<file path="src/rtl/dsi_pkt_pkg.sv">
// Shared codes, FSM states and sizing helper for the DSI line packet scheduler.
package dsi_pkt_pkg;

    localparam logic [2:0] PktHss   = 3'd1;
    localparam logic [2:0] PktBlp   = 3'd2;
    localparam logic [2:0] PktVideo = 3'd3;
    localparam logic [2:0] PktVss   = 3'd4;

    localparam logic [7:0] CtrlDeValid   = 8'hFF;
    localparam logic [7:0] CtrlDeInvalid = 8'h0F;
    localparam logic [7:0] CtrlVs        = 8'hF0;

    typedef enum logic [2:0] {
        StIdle,
        StRdCtrl,
        StTxHss,
        StTxBlp,
        StTxVideo
    } dsi_state_e;

    function automatic int unsigned dsi_beats(input int unsigned h_active,
                                              input int unsigned bpp,
                                              input int unsigned lanes);
        return (h_active * bpp) / (8 * lanes);
    endfunction

endpackage

</file>
<file path="src/rtl/dsi_lane_unpack.sv">
// One lane's 16->8 unpacker: low byte straight from the FIFO head, high byte held for the odd beat.
module dsi_lane_unpack (
    input  logic        I_lcd_clk,
    input  logic        I_rst_n,
    input  logic [15:0] I_word,
    input  logic        I_load,
    input  logic        I_odd,
    output logic [7:0]  O_byte
);

    logic [7:0] hi_q, hi_d;

    always_comb begin
        hi_d = hi_q;
        if (I_load) begin
            hi_d = I_word[15:8];
        end
    end

    always_ff @(posedge I_lcd_clk or negedge I_rst_n) begin
        if (!I_rst_n) begin
            hi_q <= '0;
        end else begin
            hi_q <= hi_d;
        end
    end

    assign O_byte = I_odd ? hi_q : I_word[7:0];

endmodule

</file>
<file path="src/rtl/dsi_line_pkt_sched.sv">
// DSI video-mode line scheduler: decodes sync tokens, emits HSS/VSS requests, optional BLP
// long packet and multi-lane line payload, with pixel-FIFO underflow abort.
module dsi_line_pkt_sched
    import dsi_pkt_pkg::*;
#(
    parameter int unsigned LANES           = 4,
    parameter int unsigned H_ACTIVE        = 1080,
    parameter int unsigned BPP             = 24,
    parameter int unsigned BLP_LEN         = 15,
    parameter logic [31:0] BLP_HDR         = 32'h2A003619,
    parameter logic [15:0] BLP_CRC         = 16'h6D1C,
    parameter logic [7:0]  CTRL_DE_VALID   = CtrlDeValid,
    parameter logic [7:0]  CTRL_DE_INVALID = CtrlDeInvalid,
    parameter logic [7:0]  CTRL_VS         = CtrlVs
) (
    input  logic                  I_lcd_clk,
    input  logic                  I_rst_n,
    input  logic                  I_blp_en,
    input  logic                  I_empty_vshsde,
    input  logic [7:0]            I_vshsde_ctrl,
    output logic                  O_vshsde_rden,
    input  logic [LANES-1:0]      I_empty,
    input  logic [16*LANES-1:0]   I_rgb_data,
    output logic                  O_rgb_rden,
    output logic [8*LANES-1:0]    O_lcd_data,
    output logic                  O_lcd_de,
    output logic [2:0]            O_pkt_type,
    output logic                  O_pkt_flag,
    output logic                  O_valid_data_flag,
    output logic                  O_underflow,
    output logic [15:0]           O_underflow_cnt,
    output logic                  O_err_ctrl
);

    localparam int unsigned BEATS     = dsi_beats(H_ACTIVE, BPP, LANES);
    localparam int unsigned BLP_BYTES = BLP_LEN * LANES;
    localparam int unsigned MAX_BEATS = (BEATS > BLP_LEN) ? BEATS : BLP_LEN;
    localparam int unsigned BW        = $clog2(MAX_BEATS);

    dsi_state_e          state_q, state_d;
    logic [BW-1:0]       beat_q, beat_d;
    logic [2:0]          type_q, type_d;
    logic                flag_q, flag_d;
    logic                valid_q, valid_d;
    logic                de_q, de_d;
    logic [8*LANES-1:0]  data_q, data_d;
    logic                ctrl_rden_q, ctrl_rden_d;
    logic                uf_q, uf_d;
    logic [15:0]         uf_cnt_q, uf_cnt_d;
    logic                err_q, err_d;
    logic                blp_en_q, blp_en_d;

    logic                rgb_rden;
    logic                any_empty;
    logic [8*LANES-1:0]  vid_data;
    logic [8*LANES-1:0]  blp_data;

    function automatic logic [7:0] blp_byte(input int unsigned k);
        logic [7:0] b;
        if (k < 4) begin
            unique case (k[1:0])
                2'd0: b = BLP_HDR[7:0];
                2'd1: b = BLP_HDR[15:8];
                2'd2: b = BLP_HDR[23:16];
                2'd3: b = BLP_HDR[31:24];
            endcase
        end else if (k == BLP_BYTES - 2) begin
            b = BLP_CRC[7:0];
        end else if (k == BLP_BYTES - 1) begin
            b = BLP_CRC[15:8];
        end else begin
            b = 8'h55;
        end
        return b;
    endfunction

    always_comb begin
        blp_data = '0;
        for (int unsigned l = 0; l < LANES; l++) begin
            blp_data[8*l +: 8] = blp_byte(32'(beat_q) * LANES + l);
        end
    end

    assign any_empty = (I_empty != '0);
    assign rgb_rden  = (state_q == StTxVideo) && !beat_q[0] && !any_empty;

    for (genvar l = 0; l < LANES; l++) begin : g_lane
        dsi_lane_unpack u_unpack (
            .I_lcd_clk (I_lcd_clk),
            .I_rst_n   (I_rst_n),
            .I_word    (I_rgb_data[16*l +: 16]),
            .I_load    (rgb_rden),
            .I_odd     (beat_q[0]),
            .O_byte    (vid_data[8*l +: 8])
        );
    end

    always_comb begin
        state_d     = state_q;
        beat_d      = beat_q;
        type_d      = type_q;
        flag_d      = 1'b0;
        valid_d     = valid_q;
        de_d        = 1'b0;
        data_d      = '0;
        ctrl_rden_d = 1'b0;
        uf_d        = 1'b0;
        uf_cnt_d    = uf_cnt_q;
        err_d       = 1'b0;
        blp_en_d    = blp_en_q;

        unique case (state_q)
            StIdle: begin
                type_d  = '0;
                valid_d = 1'b0;
                beat_d  = '0;
                if (!I_empty_vshsde) begin
                    ctrl_rden_d = 1'b1;
                    state_d     = StRdCtrl;
                end
            end
            StRdCtrl: begin
                // Token lands on the bus the cycle after the read strobe is seen.
                if (!ctrl_rden_q) begin
                    blp_en_d = I_blp_en;
                    state_d  = StIdle;
                    if (I_vshsde_ctrl == CTRL_DE_VALID) begin
                        type_d  = PktHss;
                        flag_d  = 1'b1;
                        valid_d = 1'b1;
                        state_d = StTxHss;
                    end else if (I_vshsde_ctrl == CTRL_DE_INVALID) begin
                        type_d = PktHss;
                        flag_d = 1'b1;
                    end else if (I_vshsde_ctrl == CTRL_VS) begin
                        type_d = PktVss;
                        flag_d = 1'b1;
                    end else begin
                        err_d = 1'b1;
                    end
                end
            end
            StTxHss: begin
                flag_d = 1'b1;
                beat_d = '0;
                if (blp_en_q) begin
                    type_d  = PktBlp;
                    state_d = StTxBlp;
                end else begin
                    type_d  = PktVideo;
                    state_d = StTxVideo;
                end
            end
            StTxBlp: begin
                type_d = PktBlp;
                de_d   = 1'b1;
                data_d = blp_data;
                flag_d = (beat_q == '0);
                if (beat_q == BW'(BLP_LEN - 1)) begin
                    beat_d  = '0;
                    state_d = StTxVideo;
                end else begin
                    beat_d = beat_q + BW'(1);
                end
            end
            StTxVideo: begin
                type_d = PktVideo;
                if (!beat_q[0] && any_empty) begin
                    // Rest of the line is dropped; upstream has to resync.
                    uf_d    = 1'b1;
                    state_d = StIdle;
                    if (uf_cnt_q != 16'hFFFF) begin
                        uf_cnt_d = uf_cnt_q + 16'd1;
                    end
                end else begin
                    de_d   = 1'b1;
                    data_d = vid_data;
                    flag_d = (beat_q == '0);
                    if (beat_q == BW'(BEATS - 1)) begin
                        state_d = StIdle;
                    end else begin
                        beat_d = beat_q + BW'(1);
                    end
                end
            end
            default: state_d = StIdle;
        endcase
    end

    always_ff @(posedge I_lcd_clk or negedge I_rst_n) begin
        if (!I_rst_n) begin
            state_q     <= StIdle;
            beat_q      <= '0;
            type_q      <= '0;
            flag_q      <= 1'b0;
            valid_q     <= 1'b0;
            de_q        <= 1'b0;
            data_q      <= '0;
            ctrl_rden_q <= 1'b0;
            uf_q        <= 1'b0;
            uf_cnt_q    <= '0;
            err_q       <= 1'b0;
            blp_en_q    <= 1'b0;
        end else begin
            state_q     <= state_d;
            beat_q      <= beat_d;
            type_q      <= type_d;
            flag_q      <= flag_d;
            valid_q     <= valid_d;
            de_q        <= de_d;
            data_q      <= data_d;
            ctrl_rden_q <= ctrl_rden_d;
            uf_q        <= uf_d;
            uf_cnt_q    <= uf_cnt_d;
            err_q       <= err_d;
            blp_en_q    <= blp_en_d;
        end
    end

    assign O_vshsde_rden     = ctrl_rden_q;
    assign O_rgb_rden        = rgb_rden;
    assign O_lcd_data        = data_q;
    assign O_lcd_de          = de_q;
    assign O_pkt_type        = type_q;
    assign O_pkt_flag        = flag_q;
    assign O_valid_data_flag = valid_q;
    assign O_underflow       = uf_q;
    assign O_underflow_cnt   = uf_cnt_q;
    assign O_err_ctrl        = err_q;

endmodule

</file>
<file path="config.mk">
export PLATFORM = sky130hd
export DESIGN_NAME = dsi_line_pkt_sched
export DESIGN_NICKNAME = d
export VERILOG_FILES = /design/src/rtl/dsi_pkt_pkg.sv /design/src/rtl/dsi_lane_unpack.sv /design/src/rtl/dsi_line_pkt_sched.sv
export SDC_FILE = /design/constraint.sdc
export NUM_CORES = 1
export LEC_CHECK = 0
export BUFFER_PORTS_ARGS = -buffer_cell sky130_fd_sc_hd__buf_2
export CAP_MARGIN = 10
export CORE_ASPECT_RATIO = 1.25
export CORE_MARGIN = 3
export CORE_UTILIZATION = 40
export CTS_BUF_LIST = sky130_fd_sc_hd__clkbuf_16
export DETAILED_ROUTE_END_ITERATION = 10
export GPL_TIMING_DRIVEN = 0
export PLACE_DENSITY = 0.66
export RECOVER_POWER = 100
export SYNTH_ARGS = -nofsm -noshare
export SYNTH_HDL_FRONTEND = slang
export SYNTH_SLANG_ARGS = --single-unit
</file>
<file path="constraint.sdc">
create_clock -name I_lcd_clk -period 2.8 [get_ports I_lcd_clk]
set_clock_uncertainty 0.1 [all_clocks]
set_input_delay 0.42 -clock I_lcd_clk [delete_from_list [all_inputs] [get_ports I_lcd_clk]]
set_output_delay 0.42 -clock I_lcd_clk [all_outputs]
set_load 0.005 [all_outputs]
</file>
==> qor.yml <==
totalWireLength_mm: 11.1
worstReg2RegStart: "beat_q[4]$_DFFE_PN0P_"
h-tree-depth: 3
dieWidth_um: 102
async_flop_share: 1.00
post_cts_buffers: 0
endpoint_kind: "flip-flop"
numCtsBuffers: 9
totalNegativeSetupSlack_ns: 0
ys_seq_area_frac: 0.555
dieArea_mm2: 0.0129
nNetsFinal: 627
first_global_vias: 3714
setup_viol: 0
worstSetupStartpointType: "flip-flop"
gp_congestion: 0.852
timing.fmax_mhz: 383
boundaryPins: 138
die_h_um: 126
worst-setup-path-type: "reg2reg"
multiInputGateArea_mm2: 0.00194
register_area_mm2: 0.00258
min_to: "O_vshsde_rden$_DFF_PN0_"
slowest_delay_ns: 0.48
via_per_inst: 5.32
row_count: 43
syn-num-nets: 478
power_per_cell_area_mw_per_mm2: 569
finalHoldViolCount: 0
synthToLayoutAreaGrowth_pct: 25.0
drive_gt1_frac: 0.312
r2r-end: "beat_q[6]$_DFFE_PN0P_"
cts_tree: "yes"
fin_ws_ns: 0.191
dp_slack_ns: -0.0749
yosys_warnings: 0
period_share: 0.932
syn-cell-area_mm2: 0.00464
numPortBuffers: 137
clk_latency_ns: 0.34
cp.arrival_ns: 2.78
synth-main-ff-cell: "dfrtp_1"
worst_slew_pin_slew_ns: 1.37
ys_types: 46
drv_slew: 0
rsz0062_at_grt: "no"
gr-usage-all-layers: 0.173
min-delay-start: "I_empty_vshsde"
clk_pin_slew_worst_paths_ns: 0.07
slew_headroom: 0.0885
cp_slowest_cell: "or3_1"
crit_fanout: 10
ant_nets: 0
period_needed_ns: 2.61
synth_common_cells: "103 x dfrtp_1, 36 x mux2_2, 34 x mux2i_1"
synth_top_area_frac: 0.555
cts_num_sinks: 103
synth_most_common_cell: "dfrtp_1"
irDropWorstVdd_v: 0.000300
start_util: 0.415
cts_max_path_buffers: 2
crit_family: "simple AND/OR/NAND/NOR gates"
rr_worst_depth: 6
hold_depth: 2
core_mm2: 0.0112
post_dp_cell_area_mm2: 0.00553
grt_max_degree: 54
antenna_found_initial: 0
synth_edf_count: 0
finalInstanceArea_mm2: 0.00580
wl_per_cell_um: 16.3
drc: 0
leakage_nw: 2.82
fin_util: 0.518
maxCapViolations: 0
r2r_setup_slack_ns: 0.19
status: "finished, final reports clean"
drt-initial-drc-count: 176
nFillCells: 1036
grt.overflow.total: 0
netlist_instances: 392
hold_class: "in2reg"
n_antenna_cell: 0
worstPathCellList: "or3_1 -> nor4b_2 -> a2bb2oi_2 -> clkbuf_1 -> o21ai_0 -> a21oi_1"
cp.required_ns: 2.97
whs_ns: 0.152
hpwl_mm: 8.35
synth_largest_area_cell: "dfrtp_1"
cts_root_buffer: "clkbuf_16"
path_buf_inv: 1
synth_area_per_cell_um2: 11.8
first_pass_iters: 4
grt_first_pass_wirelength_mm: 17.5
synthTopCellsByArea: "dfrtp_1 56%, mux2_2 8.7%, mux2i_1 7.3%"
ys_ff_latch: 103
num_vias: 3617
## stage by stage
stage / power (mW) / cells
detailed placement: 2.02 / 665
CTS: 3.35 / 680
floorplan: 1.83 / 392
global route: 3.45 / 680
finish: 3.30 / 680
global placement: 2.00 / 664
## worst max path at each step
stage	from	endpoint	slack (ns)	depth (start not counted)
2_1_floorplan	beat_q[0]$_DFFE_PN0P_	beat_q[7]$_DFFE_PN0P_	0.41	8
3_3_place_gp	beat_q[0]$_DFFE_PN0P_	beat_q[9]$_DFFE_PN0P_	-0.04	8
3_5_place_dp	beat_q[0]$_DFFE_PN0P_	beat_q[9]$_DFFE_PN0P_	-0.07	8
4_1_cts	beat_q[0]$_DFFE_PN0P_	O_rgb_rden	0.20	6
5_1_grt	beat_q[4]$_DFFE_PN0P_	beat_q[5]$_DFFE_PN0P_	0.05	6
6_report	beat_q[4]$_DFFE_PN0P_	beat_q[6]$_DFFE_PN0P_	0.19	6
## state kept, by name, indices dropped and copies added, names as in the netlist
register and cells:
g_lane.u_unpack.hi_q 32, state_q 3, beat_q 10, O_valid_data_flag 1, O_pkt_flag 1, O_pkt_type 3, O_vshsde_rden 1, O_err_ctrl 1
O_underflow 1, O_underflow_cnt 16, blp_en_q 1, O_lcd_de 1, O_lcd_data 32
## where the power goes
group	switching, mW	total, mW	internal (mW)
sequential	0.0327	1.56	1.53
clock	0.551	1.34	0.786
combinational	0.235	0.404	0.169
total	0.819	3.30	2.49
## metal layers
metal,share of wire,global-route usage
met4,0.013,0.0579
met5,0,0
met1,0.40,0.202
met2,0.50,0.287
met3,0.090,0.0710
## kinds of logic after synthesis
kind of cell             count (synthesis)  share of synthesized area
AO/OA/AOI/OAI                           66                     0.0884
XOR/XNOR                                15                     0.0283
adder cells (fa/ha/maj)                  6                     0.0162
buffers and inverters                   30                     0.0286
flip-flops                             103                      0.555
multiplexers                            70                      0.161
AND/OR/NAND/NOR                        102                      0.123
## area by class of cell
cell class,instances,area share
sequential,103,0.444
multi-input combinational,259,0.334
timing repair buffer,138,0.116
clock buffer,9,0.0388
tap,135,0.0291
clock inverter,6,0.0160
buffer,19,0.0147
inverter,11,0.00712
## placed cells by master, fill, tap and decap left out, types with 3 or more instances in the layout
cell type,count
nand2_1,13
inv_1,11
clkbuf_1,44
nor4_1,6
clkbuf_16,9
xnor2_1,10
nand4_1,11
nor3_1,4
a21oi_1,11
nand3_1,16
xor2_1,5
a21o_1,3
buf_2,107
ha_1,6
and4_1,3
dfrtp_1,103
nor2_1,23
o21bai_1,4
mux2i_1,34
and3_1,6
mux2_2,36
o22ai_1,7
o21ai_0,27
or3_1,8
## repair_timing
action | in CTS | in global routing
setup endpoints to repair | 5 | 2
cloned | 0 | 0
endpoints found under the hold margin | 0 | 0
resized for setup | 3 | 1
hold buffers | 0 | 0
Power figures use the tool's default switching activity.
